## src/rtl/branch_cond_unit.sv

```systemverilog
// Registered branch-condition evaluator with a three-state IDLE/SAMPLE/RESOLVE flow and a held con_out flag.
// Define BRANCH_STATS_EN to add saturating taken/total evaluation counters.
module branch_cond_unit #(
  parameter int DATA_W = 32,
  parameter int COND_W = 3
`ifdef BRANCH_STATS_EN
  ,
  parameter int CNT_W  = 16
`endif
) (
  input  logic              clk,
  input  logic              clear,
  input  logic [COND_W-1:0] cond_in,
  input  logic [DATA_W-1:0] bus_in,
  input  logic              lda,
  input  logic              evaluate,
  output logic              busy,
  output logic              con_valid,
  output logic              con_out
`ifdef BRANCH_STATS_EN
  ,
  output logic [CNT_W-1:0]  taken_cnt,
  output logic [CNT_W-1:0]  eval_cnt
`endif
);

  typedef enum logic [1:0] {
    IDLE    = 2'd0,
    SAMPLE  = 2'd1,
    RESOLVE = 2'd2
  } state_e;

  state_e            state_q;
  logic [COND_W-1:0] cond_q;
  logic [DATA_W-1:0] bus_q;
  logic [DATA_W-1:0] opa_q;
  logic [DATA_W-1:0] snap_q;
  logic              result_q;
  logic              busy_q;
  logic              valid_q;
  logic              con_q;
  logic              cmp_d;
`ifdef BRANCH_STATS_EN
  logic [CNT_W-1:0]  taken_q;
  logic [CNT_W-1:0]  eval_q;
`endif

  // Codes above 7 only exist when COND_W > 3 and always resolve to not-taken.
  always_comb begin
    cmp_d = 1'b0;
    if (32'(cond_q) <= 32'd7) begin
      case (cond_q[2:0])
        3'd0: cmp_d = (bus_q == '0);
        3'd1: cmp_d = (bus_q != '0);
        3'd2: cmp_d = ~bus_q[DATA_W-1];
        3'd3: cmp_d = bus_q[DATA_W-1];
        3'd4: cmp_d = (snap_q == bus_q);
        3'd5: cmp_d = (snap_q != bus_q);
        3'd6: cmp_d = ($signed(snap_q) < $signed(bus_q));
        3'd7: cmp_d = (snap_q < bus_q);
      endcase
    end
  end

  always_ff @(posedge clk) begin
    if (!clear) begin
      state_q  <= IDLE;
      cond_q   <= '0;
      bus_q    <= '0;
      opa_q    <= '0;
      snap_q   <= '0;
      result_q <= 1'b0;
      busy_q   <= 1'b0;
      valid_q  <= 1'b0;
      con_q    <= 1'b0;
`ifdef BRANCH_STATS_EN
      taken_q  <= '0;
      eval_q   <= '0;
`endif
    end else begin
      // opA loads independently of the FSM; the snapshot keeps in-flight work stable.
      if (lda) opa_q <= bus_in;
      valid_q <= 1'b0;
      case (state_q)
        IDLE: begin
          if (evaluate) begin
            cond_q  <= cond_in;
            bus_q   <= bus_in;
            snap_q  <= opa_q;
            busy_q  <= 1'b1;
            state_q <= SAMPLE;
          end
        end
        SAMPLE: begin
          result_q <= cmp_d;
          state_q  <= RESOLVE;
        end
        RESOLVE: begin
          con_q   <= result_q;
          valid_q <= 1'b1;
          busy_q  <= 1'b0;
          state_q <= IDLE;
`ifdef BRANCH_STATS_EN
          if (eval_q != '1) eval_q <= eval_q + CNT_W'(1);
          if (result_q && (taken_q != '1)) taken_q <= taken_q + CNT_W'(1);
`endif
        end
        default: state_q <= IDLE;
      endcase
    end
  end

  assign busy      = busy_q;
  assign con_valid = valid_q;
  assign con_out   = con_q;
`ifdef BRANCH_STATS_EN
  assign taken_cnt = taken_q;
  assign eval_cnt  = eval_q;
`endif

endmodule

```

## config.mk

```make
export PLATFORM = sky130hd
export DESIGN_NAME = branch_cond_unit
export DESIGN_NICKNAME = d
export VERILOG_FILES = /design/src/rtl/branch_cond_unit.sv
export SDC_FILE = /design/constraint.sdc
export NUM_CORES = 1
export LEC_CHECK = 0
export ABC_AREA = 1
export ABC_CLOCK_PERIOD_IN_PS = 3680
export CAP_MARGIN = 5
export CORE_MARGIN = 2
export CORE_UTILIZATION = 40
export CTS_BUF_LIST = sky130_fd_sc_hd__clkbuf_8 sky130_fd_sc_hd__clkbuf_16
export DETAILED_ROUTE_END_ITERATION = 10
export HOLD_SLACK_MARGIN = 0.06
export PLACE_DENSITY_LB_ADDON = 0.08
export REMOVE_ABC_BUFFERS = 1
export SETUP_SLACK_MARGIN = 0.05
export SLEW_MARGIN = 25
export SYNTH_ARGS = -nofsm -noshare
export SYNTH_HDL_FRONTEND = slang
export SYNTH_SLANG_ARGS = --single-unit
```

## constraint.sdc

```tcl
create_clock -name clk -period 3.68 [get_ports clk]
set_clock_uncertainty 0.05 [all_clocks]
set_input_delay 0.368 -clock clk [delete_from_list [all_inputs] [get_ports clk]]
set_output_delay 0.368 -clock clk [all_outputs]
set_load 0.01 [all_outputs]
```

==> results.sh <==
export IMPL_path_class="reg -> reg"
export IMPL_synthMuxAreaShare=0
export IMPL_clkSinkCount=105
export IMPL_dieArea_um2=12100
export IMPL_drive_gt1_frac=0.0523
export IMPL_arrival_ns=2.16
export IMPL_path_max_fanout=3
export IMPL_setup_viol=0
export IMPL_ant_nets=0
export IMPL_status="finished clean"
export IMPL_finalHoldViolCount=0
export IMPL_netlist_area_um2=4510
export IMPL_wire_per_inst_um=12.6
export IMPL_crit_path_start_kind="register"
export IMPL_crit_top_cell="nand2_1"
export IMPL_tightest_slew_ns=0.731
export IMPL_place_congestion=0.819
export IMPL_die_h_um=110
export IMPL_pin_count=42
export IMPL_grt_overflow_total=0
export IMPL_post_synth_top_area_fraction=0.466
export IMPL_cts_root_buf="clkbuf_16"
export IMPL_finalMaxSlewViolations=0
export IMPL_cts_tree="yes"
export IMPL_hpwl_um=6440
export IMPL_initial_utilization=0.412
export IMPL_dr_first_iter_drc_count=144
export IMPL_synth_xor_area_frac=0
export IMPL_layout_common_cells="nor2_1, dfxtp_1, o21ai_0, nand2_1, a21oi_1"
export IMPL_clk_latency_ns=0.34
export IMPL_synth_top_family_by_area="simple AND/OR/NAND/NOR gates"
export IMPL_rsz0062_at_grt="no"
export IMPL_finalSetupTns_ns=0
export IMPL_p_leak_nw=2.35
export IMPL_path_cells="inv_1 > ha_1 > nand2_1 > nor2_1 > nand4_2 > nor2_2 > nand2_1 > nand2_1 > nand3_1 > nor2_1 > nor2_1 > nand2_1 > nand2_1 > a21oi_2"
export IMPL_viasPerCell=4.88
export IMPL_end_kind="register"
export IMPL_fmax_ghz=0.518
export IMPL_placementRows=38
export IMPL_fillers=1126
export IMPL_postPlaceCellArea_um2=5030
export IMPL_synth_top_area_cell="dfxtp_1"
export IMPL_clkTransAtPathRegs_ns=0.07
export IMPL_grt_max_degree=80
export IMPL_antenna_found_initial=0
export IMPL_power_total_w=0.00269
export IMPL_n_antenna_cell=0
export IMPL_final_cell_area_um2=5340
export IMPL_final_common_cell="nor2_1"
export IMPL_routed_wl_um=9740
export IMPL_slew_limit_headroom=0.513
export IMPL_ys_top_cells_by_area="dfxtp_1, nor2_1, o21ai_0"
export IMPL_period_needed_ns=1.93
export IMPL_synth_seq_cells=105
export IMPL_grt_pass1_vias=3439
export IMPL_die_x_um=110
export IMPL_ys_seq_area_frac=0.466
export IMPL_first_pass_iters=4
export IMPL_period_share=0.524
export IMPL_min_path_type="reg -> reg"
export IMPL_powerDensity_nw_per_um2=504
export IMPL_cts_max_path_buffers=2
export IMPL_cts_hold_buf=0
export IMPL_cts_htree_levels=3
export IMPL_yosysWarnings=0
export IMPL_core_um2=10900
export IMPL_final_nets=697
export IMPL_grt_usage=0.175
export IMPL_setup_ws_ns=1.75
export IMPL_vias=3762
export IMPL_numCtsBuffers=9
export IMPL_ir_worst_vdd_mv=0.409
export IMPL_hold_ws_ns=0.407
export IMPL_yosysUniqueCellTypes=21
export IMPL_synthAdderAreaFrac=0.0888
export IMPL_avgSynthCellArea_um2=7.52
export IMPL_synthSimpleGateAreaFrac=0.198
export IMPL_io_buffers=41
export IMPL_required_ns=3.91
export IMPL_cts_repair_resized=0
export IMPL_crit_path_max_incr_delay_ns=0.32
export IMPL_grt_pass1_wl_um=16500
export IMPL_synthToLayoutAreaGrowth_pct=18.5
export IMPL_synth_compound_area_share=0.178
export IMPL_crit_buf_inv=1
export IMPL_slowest_stage="ha_1"
export IMPL_post_cts_buffers=0
export IMPL_pre_cts_ws_ns=1.43
export IMPL_syn_inst=600
export IMPL_crit_family="simple AND/OR/NAND/NOR gates"
export IMPL_drc=0
export IMPL_max_cap_violations=0
-- worst paths after layout --
| check | start | end | cells after the start | slack (ns) |
|---|---|---|---|---|
| max reg2reg | bus_q[23]$_SDFFE_PN0P_ | result_q$_SDFFE_PN0N_ | 14 | 1.75 |
| max | bus_q[23]$_SDFFE_PN0P_ | result_q$_SDFFE_PN0N_ | 14 | 1.75 |
| min reg2reg | result_q$_SDFFE_PN0N_ | con_out$_SDFFE_PN0P_ | 2 | 0.41 |
| min | result_q$_SDFFE_PN0N_ | con_out$_SDFFE_PN0P_ | 2 | 0.41 |
-- tightest hold or removal path, cell delays in order, from the launching register on --
cell	delay, ns
dfxtp_1	0.31
nand2_1	0.06
nand2_1	0.04
-- registers in the layout, indices dropped and copies added (netlist names) --
| name | flops |
|---|---|
| cond_q | 3 |
| opa_q | 32 |
| snap_q | 32 |
| busy | 1 |
| bus_q | 32 |
| state_q | 2 |
| con_out | 1 |
| result_q | 1 |
| con_valid | 1 |
-- where the power goes --
group	switching (W)	internal, W	leakage [nW]
Sequential	0.0000357	0.00123	0.870
Combinational	0.000253	0.000172	1.32
Clock	0.000415	0.000590	0.156
-- metrics by stage --
stage / util / std cells
6_report: 0.489 / 771
4_1_cts: 0.489 / 771
3_3_place_gp: 0.460 / 755
3_5_place_dp: 0.460 / 755
5_1_grt: 0.489 / 771
2_1_floorplan: - / 569
-- layout make-up --
type	count	area (µm²)	share of cell area
Clock buffer	9	225	0.0421
Clock inverter	7	86.3	0.0162
Inverter	52	195	0.0365
Multi-Input combinational cell	412	2090	0.391
Sequential cell	105	2100	0.393
Tap cell	140	175	0.0328
Timing Repair Buffer	46	468	0.0876
-- cells in the mapped netlist, drive strengths merged --
master  count
o21ai     101
nand4      11
a21o        1
inv        52
clkbuf     27
nand2      53
o21a        2
ha         32
buf         4
a21oi      52
nor2      153
dfxtp     105
nand3       6
o211ai      1
-- per-layer routing --
layer | share of wire | routed length [µm] | vias up | track usage
met2 | 0.46 | 4440 | 60 | 0.286
met4 | 0.0095 | 93 | 0 | 0.0455
met3 | 0.042 | 414 | 8 | 0.0494
met1 | 0.49 | 4800 | 1691 | 0.229
li1 | - | - | 2003 | -
met5 | 0 | 0 | - | 0
-- kinds of logic (layout without fill, tap and decap cells) --
group	after synthesis	count (layout)
AOI/OAI and AO/OA	157	157
adders and majority gates	32	32
buffers and inverters	83	114
DFF	105	105
and+or+nand+nor	223	223
No activity file was read; power rests on OpenSTA's default activity.
